[src/rtl/cpu_ctrl.sv]
// cpu_ctrl: multi-cycle control unit for a small 8-bit accumulator-style CPU.
//
// Sequences each instruction through FETCH -> DECODE -> EXEC -> WB. The unit
// drives the instruction fetch port, the register-file read/write selects and
// the ALU operation. It also keeps the program counter, the instruction
// register and a registered zero flag.
//
// Instruction word: op=[7:5], rd=[4:3], rs=[1:0], branch target=[4:0]
//   000 ADD  001 SUB  010 AND  011 OR  100 NOT  101 SLT : rd <= ALU(rd, rs)
//   110 BZ   : pc <= target if flag_z else pc+1
//   111 HALT
//
// Ports:
//   clk, rst                  clock, synchronous active-high reset
//   imem_addr/imem_rd         fetch address (pc) and fetch request
//   imem_data/imem_ack        instruction word and fetch completion
//   rf_ra/rf_rb               register-file read selects (ALU a/b)
//   rf_we/rf_wa               register-file write enable/address (data = ALU result)
//   alu_op/alu_zero           ALU operation select and ALU zero flag
//   flag_z/halted/fault       registered zero flag, halt and fetch-timeout status
//
// Build option: CPU_CTRL_FETCH_TIMEOUT_EN adds a fetch timeout. If no ack
// arrives within the first fetch cycle plus 15 wait cycles, the unit halts
// with fault=1. Without the macro, fetch waits forever and fault is tied to 0.
//
// state  | meaning
// -------+-----------------------------------------------------------
// FETCH  | imem_rd=1 at pc; latch imem_data into ir on ack
// DECODE | one cycle; HALT opcode goes to HALT, everything else to EXEC
// EXEC   | ALU op: drive alu_op/rf_ra/rf_rb; BZ: resolve pc
// WB     | write rd, capture alu_zero into flag_z, pc+1
// HALT   | absorbing until rst; no fetch, no writes

module cpu_ctrl (
  input  logic       clk,
  input  logic       rst,
  output logic [7:0] imem_addr,
  output logic       imem_rd,
  input  logic [7:0] imem_data,
  input  logic       imem_ack,
  output logic [1:0] rf_ra,
  output logic [1:0] rf_rb,
  output logic       rf_we,
  output logic [1:0] rf_wa,
  output logic [2:0] alu_op,
  input  logic       alu_zero,
  output logic       flag_z,
  output logic       halted,
  output logic       fault
);

  localparam logic [2:0] OP_BZ   = 3'b110;
  localparam logic [2:0] OP_HALT = 3'b111;

  typedef enum logic [2:0] {
    S_FETCH  = 3'd0,
    S_DECODE = 3'd1,
    S_EXEC   = 3'd2,
    S_WB     = 3'd3,
    S_HALT   = 3'd4
  } state_t;

  state_t     state, state_nxt;
  logic [7:0] pc, pc_nxt;
  logic [7:0] ir, ir_nxt;
  logic       flag_z_nxt;

  logic [2:0] op;
  logic [1:0] rd;
  logic [1:0] rs;
  logic [4:0] target;
  logic       is_alu;

  assign op     = ir[7:5];
  assign rd     = ir[4:3];
  assign rs     = ir[1:0];
  assign target = ir[4:0];
  assign is_alu = (op != OP_BZ) && (op != OP_HALT);

  assign imem_addr = pc;
  assign halted    = (state == S_HALT);

`ifdef CPU_CTRL_FETCH_TIMEOUT_EN
  // Down-counter of remaining wait cycles; reloaded on every entry to FETCH.
  // Terminal count 0 means 15 wait cycles have already passed without ack, so
  // an ack in this cycle is still accepted and only a miss times out.
  localparam logic [3:0] FETCH_WAIT_MAX = 4'd15;
  logic [3:0] fetch_timer, fetch_timer_nxt;
  logic       fault_q, fault_nxt;
  assign fault = fault_q;
`else
  assign fault = 1'b0;
`endif

  always_comb begin
    state_nxt  = state;
    pc_nxt     = pc;
    ir_nxt     = ir;
    flag_z_nxt = flag_z;
    imem_rd    = 1'b0;
    rf_we      = 1'b0;
    rf_wa      = 2'd0;
    rf_ra      = 2'd0;
    rf_rb      = 2'd0;
    alu_op     = 3'd0;
`ifdef CPU_CTRL_FETCH_TIMEOUT_EN
    fetch_timer_nxt = fetch_timer;
    fault_nxt       = fault_q;
`endif

    case (state)
      S_FETCH: begin
        imem_rd = 1'b1;
        if (imem_ack) begin
          ir_nxt    = imem_data;
          state_nxt = S_DECODE;
        end
`ifdef CPU_CTRL_FETCH_TIMEOUT_EN
        else if (fetch_timer == 4'd0) begin
          state_nxt = S_HALT;
          fault_nxt = 1'b1;
        end else begin
          fetch_timer_nxt = fetch_timer - 4'd1;
        end
`endif
      end

      S_DECODE: begin
        state_nxt = (op == OP_HALT) ? S_HALT : S_EXEC;
      end

      S_EXEC: begin
        if (is_alu) begin
          alu_op    = op;
          rf_ra     = rd;
          rf_rb     = rs;
          state_nxt = S_WB;
        end else begin
          // Only BZ reaches EXEC without an ALU op; HALT leaves from DECODE.
          pc_nxt    = flag_z ? {3'b000, target} : pc + 8'd1;
          state_nxt = S_FETCH;
`ifdef CPU_CTRL_FETCH_TIMEOUT_EN
          fetch_timer_nxt = FETCH_WAIT_MAX;
`endif
        end
      end

      S_WB: begin
        // ALU selects are held so the result stays valid for the write.
        alu_op     = op;
        rf_ra      = rd;
        rf_rb      = rs;
        rf_we      = 1'b1;
        rf_wa      = rd;
        flag_z_nxt = alu_zero;
        pc_nxt     = pc + 8'd1;
        state_nxt  = S_FETCH;
`ifdef CPU_CTRL_FETCH_TIMEOUT_EN
        fetch_timer_nxt = FETCH_WAIT_MAX;
`endif
      end

      S_HALT: begin
        state_nxt = S_HALT;
      end

      default: begin
        state_nxt = S_FETCH;
      end
    endcase
  end

  always_ff @(posedge clk) begin
    if (rst) begin
      state  <= S_FETCH;
      pc     <= 8'd0;
      ir     <= 8'd0;
      flag_z <= 1'b0;
`ifdef CPU_CTRL_FETCH_TIMEOUT_EN
      fetch_timer <= FETCH_WAIT_MAX;
      fault_q     <= 1'b0;
`endif
    end else begin
      state  <= state_nxt;
      pc     <= pc_nxt;
      ir     <= ir_nxt;
      flag_z <= flag_z_nxt;
`ifdef CPU_CTRL_FETCH_TIMEOUT_EN
      fetch_timer <= fetch_timer_nxt;
      fault_q     <= fault_nxt;
`endif
    end
  end

endmodule
[config.mk]
export PLATFORM = sky130hd
export DESIGN_NAME = cpu_ctrl
export DESIGN_NICKNAME = d
export VERILOG_FILES = /design/src/rtl/cpu_ctrl.sv
export SDC_FILE = /design/constraint.sdc
export NUM_CORES = 1
export LEC_CHECK = 0
export ABC_AREA = 1
export CAP_MARGIN = 10
export CORE_MARGIN = 3
export CORE_UTILIZATION = 48
export DETAILED_ROUTE_END_ITERATION = 12
export GPL_TIMING_DRIVEN = 0
export PLACE_DENSITY = 0.86
export SLEW_MARGIN = 30
export SYNTH_ARGS = -nofsm -noshare
export SYNTH_HDL_FRONTEND = slang
export SYNTH_SLANG_ARGS = --single-unit
[constraint.sdc]
create_clock -name clk -period 2.15 [get_ports clk]
set_clock_uncertainty 0.05 [all_clocks]
set_input_delay 0.43 -clock clk [delete_from_list [all_inputs] [get_ports clk]]
set_output_delay 0.43 -clock clk [all_outputs]
set_load 0.05 [all_outputs]
; Word level (Yosys, flattened, before mapping)
; Cells that the tools add are included.
[op_classes]
n_addsub = 1
n_eq_ne = 9
n_mux = 16
n_reduce_logical = 5
[ops]
columns = cell, count
row1 = $mux W8, 2
row2 = $pmux W8 S2, 1
row3 = $pmux W3 S4, 1
row4 = $mux W3, 3
row5 = $add A8 B1 Y8 const B, 1
row6 = $mux W2, 4
row7 = $pmux W2 S2, 2
row8 = $eq A3 B2 Y1 const B, 2
row9 = $eq A3 B3 Y1 const B, 2
row10 = $ne A3 B3 Y1 const B, 2
row11 = $pmux W3 S2, 1
row12 = $ne A2 B2 Y1 const B, 2
row13 = $reduce_and A2 Y1, 2
row14 = $eq A3 B1 Y1 const B, 1
row15 = $logic_not A3 Y1, 1
row16 = $mux W1, 2
row17 = $reduce_bool A2 Y1, 1
row18 = $logic_and A1 B1 Y1, 1
[totals]
reg_bits = 20
in_bits = 12
output_inout_bits = 22
wordCells = 35

; Depth between registers and ports, before layout
; Gate-level depths: netlist (run 1).
[depth]
ltp_word = 4
ltp_mapped = 9
mapped_depth_nobuf = 9

; Worst setup path after synthesis (run 1)
; Ideal clock, no wire load.
[synth_path]
path_kind = register -> output
start = register state[2]
end = output alu_op[1]
arrival_time_ps = 1699
required_time_ps = 1670
slack_ps = -29
path_stages_with_launch = 4
path_buffers = 0
cell_sequence = dfxtp_1 -> inv_2 -> nand2_1 -> a211oi_1
[synth_between]
elab_chain_cells = 2
word_cells_on_any_way = 3
cone_classes = 2 x eq/ne / 1 x mux
[synth_rtl]
columns = item, line
row1 = start: declaration, 63  ; state_t state, state_nxt;
row2 = start signal: assignment, 184  ; state <= state_nxt;
row3 = $eq A3 B2 Y1, 111  ; case (state)
row4 = $pmux W3 S2 *, 111
row5 = end: declaration, 45  ; output logic [2:0] alu_op,
; Mark *: on every way between the ends. The rest lies on a longest branch, timed or not.

; Final worst setup path (run 1)
[layout_path]
start = register pc[2], in the netlist imem_addr[2]
end = output imem_addr[2]
[layout_rtl]
columns = item, line
row1 = start: declaration, 64  ; logic [7:0] pc, pc_nxt;
row2 = start signal: assignment, 185  ; pc <= pc_nxt;
row3 = end: declaration, 37  ; output logic [7:0] imem_addr,
; No word-level cell between the ends.

==> results of run 1 <==
## cell usage after synthesis
cell                       instances  area share, %
sky130_fd_sc_hd__conb_1            1           0.36
sky130_fd_sc_hd__nand2_1          21            7.5
sky130_fd_sc_hd__inv_2             3            1.1
sky130_fd_sc_hd__o21ai_2           2            1.7
sky130_fd_sc_hd__nand2_4           3            3.2
sky130_fd_sc_hd__nor3b_1           1           0.72
sky130_fd_sc_hd__nor2_1           24            8.6
sky130_fd_sc_hd__a21oi_1          17            8.1
sky130_fd_sc_hd__nand2_2           1           0.60
sky130_fd_sc_hd__buf_2             1           0.48
sky130_fd_sc_hd__buf_6             1            1.1
sky130_fd_sc_hd__buf_1             1           0.36
sky130_fd_sc_hd__nand3b_1          1           0.72
sky130_fd_sc_hd__clkinv_2          1           0.48
sky130_fd_sc_hd__o21ai_0          10            4.8
sky130_fd_sc_hd__o21ai_1           1           0.48
sky130_fd_sc_hd__nand3_1           8            3.8
sky130_fd_sc_hd__nor2_2            1           0.60
sky130_fd_sc_hd__buf_4             1           0.72
sky130_fd_sc_hd__inv_1            19            6.8
sky130_fd_sc_hd__nand3_4           1            1.7
sky130_fd_sc_hd__a211oi_1          2            1.4
sky130_fd_sc_hd__nor2_4            1            1.1
sky130_fd_sc_hd__ha_1              1            1.2
sky130_fd_sc_hd__o31ai_1           1           0.72
sky130_fd_sc_hd__nor3_1            6            2.9
sky130_fd_sc_hd__nand4_1           1           0.60
sky130_fd_sc_hd__dfxtp_1          20             38
## cell families (layout without fill, tap and decap cells)
group | Yosys count | count (layout) | synth area share, %
AND/OR/NAND/NOR | 69 | 69 | 32.02
flip-flops | 20 | 20 | 38.23
other | 1 | 1 | 0.3581
AO/OA/AOI/OAI | 33 | 33 | 17.20
buffers and inverters | 27 | 61 | 10.99
adder cells (fa/ha/maj) | 1 | 1 | 1.195
## area by class of cell
class / count / area (sq um)
Multi-Input combinational cell: 104 / 545.5
Fill cell: 194 / 645.6
Timing Repair Buffer: 31 / 257.7
Sequential cell: 20 / 401.6
Inverter: 23 / 87.58
Clock buffer: 3 / 22.52
Buffer: 4 / 27.53
Tap cell: 27 / 33.78
## sequential cells by signal (all words and copies together), names as in the netlist
| signal | cells |
|---|---|
| imem_addr | 8 |
| ir | 8 |
| state | 3 |
| flag_z | 1 |
## routing by layer
layer	GRT usage, %	vias to the layer above	wire length, um
met3	3.419	2	119
met5	0	-	0
met2	34.71	29	1206
met4	6.809	0	12
li1	-	556	-
met1	24.05	507	1043
## power breakdown
| part | internal [mW] | switching [mW] | leakage [nW] |
|---|---|---|---|
| clock network | 0.0652 | 0.110 | 0.0138 |
| logic | 0.0901 | 0.198 | 0.406 |
| registers | 0.404 | 0.0300 | 0.164 |
| total | 0.560 | 0.338 | 0.584 |
## worst reg2reg max path: stages, from the launching register on
cell and delay (ns):
sky130_fd_sc_hd__dfxtp_1 0.47, sky130_fd_sc_hd__inv_2 0.09, sky130_fd_sc_hd__nor2_4 0.16, sky130_fd_sc_hd__nand2_4 0.12
sky130_fd_sc_hd__clkinv_2 0.12, sky130_fd_sc_hd__nand2_1 0.07, sky130_fd_sc_hd__inv_1 0.05, sky130_fd_sc_hd__nand2_1 0.04
sky130_fd_sc_hd__a21oi_1 0.11
## worst max-delay path by stage
stage | to | start | slack [ns] | depth (start not counted)
6_report | imem_addr[2] | imem_addr[2] | 0.07 | 1
5_1_grt | imem_addr[2] | imem_addr[2] | 0.02 | 1
4_1_cts | alu_op[2] | state[2] | 0.002 | 4
3_5_place_dp | rf_ra[1] | ir[6] | -0.06 | 4
3_3_place_gp | alu_op[0] | ir[6] | -0.09 | 4
2_1_floorplan | alu_op[1] | state[2] | -0.03 | 3
## stage by stage
stage          hold WS (ns)  cells  setup WS, ns
2_1_floorplan        0.3784    151      -0.02945
3_3_place_gp         0.3918    209      -0.09322
3_5_place_dp         0.4127    209      -0.06473
4_1_cts              0.3390    212      0.002328
5_1_grt              0.3465    212       0.02437
6_report             0.3483    212       0.07287
## what timing repair did
item	in CTS	in global routing
gates resized for setup	27	22
hold buffers	0	0
endpoints found under the setup margin	12	10
==> parameters.txt, run 1 <==
Parameter                              Value

Cells and area
  Util after Layout    around two thirds
  Area growth syn-to-layout    31.42%
  Leading cell type in the layout, fill and taps excluded    sky130_fd_sc_hd__nor2_1
  Number of nets at the end of the flow    200
  Highest-count cells in the layout ignoring fill and taps    sky130_fd_sc_hd__nor2_1, sky130_fd_sc_hd__nand2_1, sky130_fd_sc_hd__inv_1, sky130_fd_sc_hd__dfxtp_1, sky130_fd_sc_hd__clkdlybuf4s50_1
  Ratio of cells with drive above 1 in the final layout    16.76%
  Fin area    1376 sq um
  Number of inserted diodes    0

Timing
  Final max-slew violation count    0
  Worst Tran Pin Value    0.4979 ns
  Final Hold Viols    0
  Setup repair after global routing missed its margin    no
  Endpoints failing setup    0
  Setup TNS after final layout    0 ns
  Timing-limited maximum frequency    around 480 MHz
  Final clock period utilization by the worst path    a little over nine tenths
  Worst-case headroom to the max-slew limit    66.70%
  Final critical delay including setup and external delays    2.077 ns

Synthesis
  Number of nets in the synthesized netlist    164
  Warnings from Yosys    0
  Synthesized cell area    1047 sq um
  Sequential share of the synthesized area    38.23%
  Post-synthesis cell count    151
  Average size of a mapped cell    about 6.9 sq um
  FF+latch count, synth    20
  Unique cell type count in the Yosys netlist    28

Placed design
  Hpwl dp    roughly 1800 um
  Global placement routability congestion    0.7886
  Number of buffers inserted by port buffering    31
  Cell area after placement    between 1000 and 1500 sq um

Clocking
  Clock Path Buffers    2
  Number of sinks on the clock net    20
  Post-CTS Repair Setup Buffers    0
  Library cell used as clock root buffer    sky130_fd_sc_hd__clkbuf_4
  Clock tree from TritonCTS    done
  Clock-pin slew on the worst setup and hold paths    0.11 ns
  Maximum level of the CTS H-tree    1
  Inserted Clock Buffers    3
  Clk Latency, worst-skew pair    0.30 ns

Routing
  Number of detailed-routing iterations run before antenna repair    4
  Final Routed Wirelength    ~2400 um
  Post-route DRC violation count    0
  Via density per instance    5.160
  Violation count after the first detailed-route iteration    14
  Via total after detailed routing    about 1100
  Routed Antenna Nets    0
  Drt wl/cell    11.23 um

Die
  Number of top-level pins    34
  Placement row count    16
  Die width    52.71 um
  Starting density of the core    around 52%
  Die boundary height    52.71 um
  Total die area    around 2800 sq um
  Area inside the core boundary    between 2000 and 2500 sq um

Global route
  Total gr overflow    0
  Vias in the first global route    between 1000 and 1500
  GRT Total Usage    19.83%
  Global-route wire length before repair    approximately 4200 um
  Initial antenna violation count    0
  Maximum number of pins on one net before global-route repair    11

Worst setup path
  Crit-path slowest cell    sky130_fd_sc_hd__clkdlybuf4s50_1
  Element type at the critical path start    flop
  Signal arrival time at the worst endpoint    1.60 ns
  CP max stage delay    0.85 ns
  Count of buffer and inverter cells on the critical path    1
  Kind of cell adding the most delay to the critical path    buffers and inverters
  Reg-to-reg startpoint    state[1]
  CP Max Fanout    6
  Cell breakdown of the critical path    clkdlybuf4s50_1
  End of the worst register-to-register path    imem_addr[3]
  Logic depth of the worst register-to-register path    8
  Critical setup path kind    reg2out
  Required time worst endpoint    between 1.5 and 2 ns
  Setup slack on the worst flop-to-flop path    0.82 ns
  Crit end category    output pin

Flow run
  Maximum capacitance violations    0

Min path
  End point of the most critical hold path    imem_addr[2]
  Worst Min Path Start    rst
  Classification of the worst-slack hold path    in2reg
  Hold Path Depth    2

Power
  Power density normalized to cell area    around 650 nW/um^2
  Worst IR Drop VDD    a little under 600 uV
  Lkg Pwr    0.5840 nW
  Sum of internal, switching and leakage power    897.8 uW

Status
  Run status    completed
Note: power is estimated with default switching activity, not from simulation.
==> run 2, diff against run 1 <==
Settings changed: CTS_CLUSTER_DIAMETER set to 40.
==> results of run 2 <==
The final DEF is identical to that of run 1; final timing and power are the same.
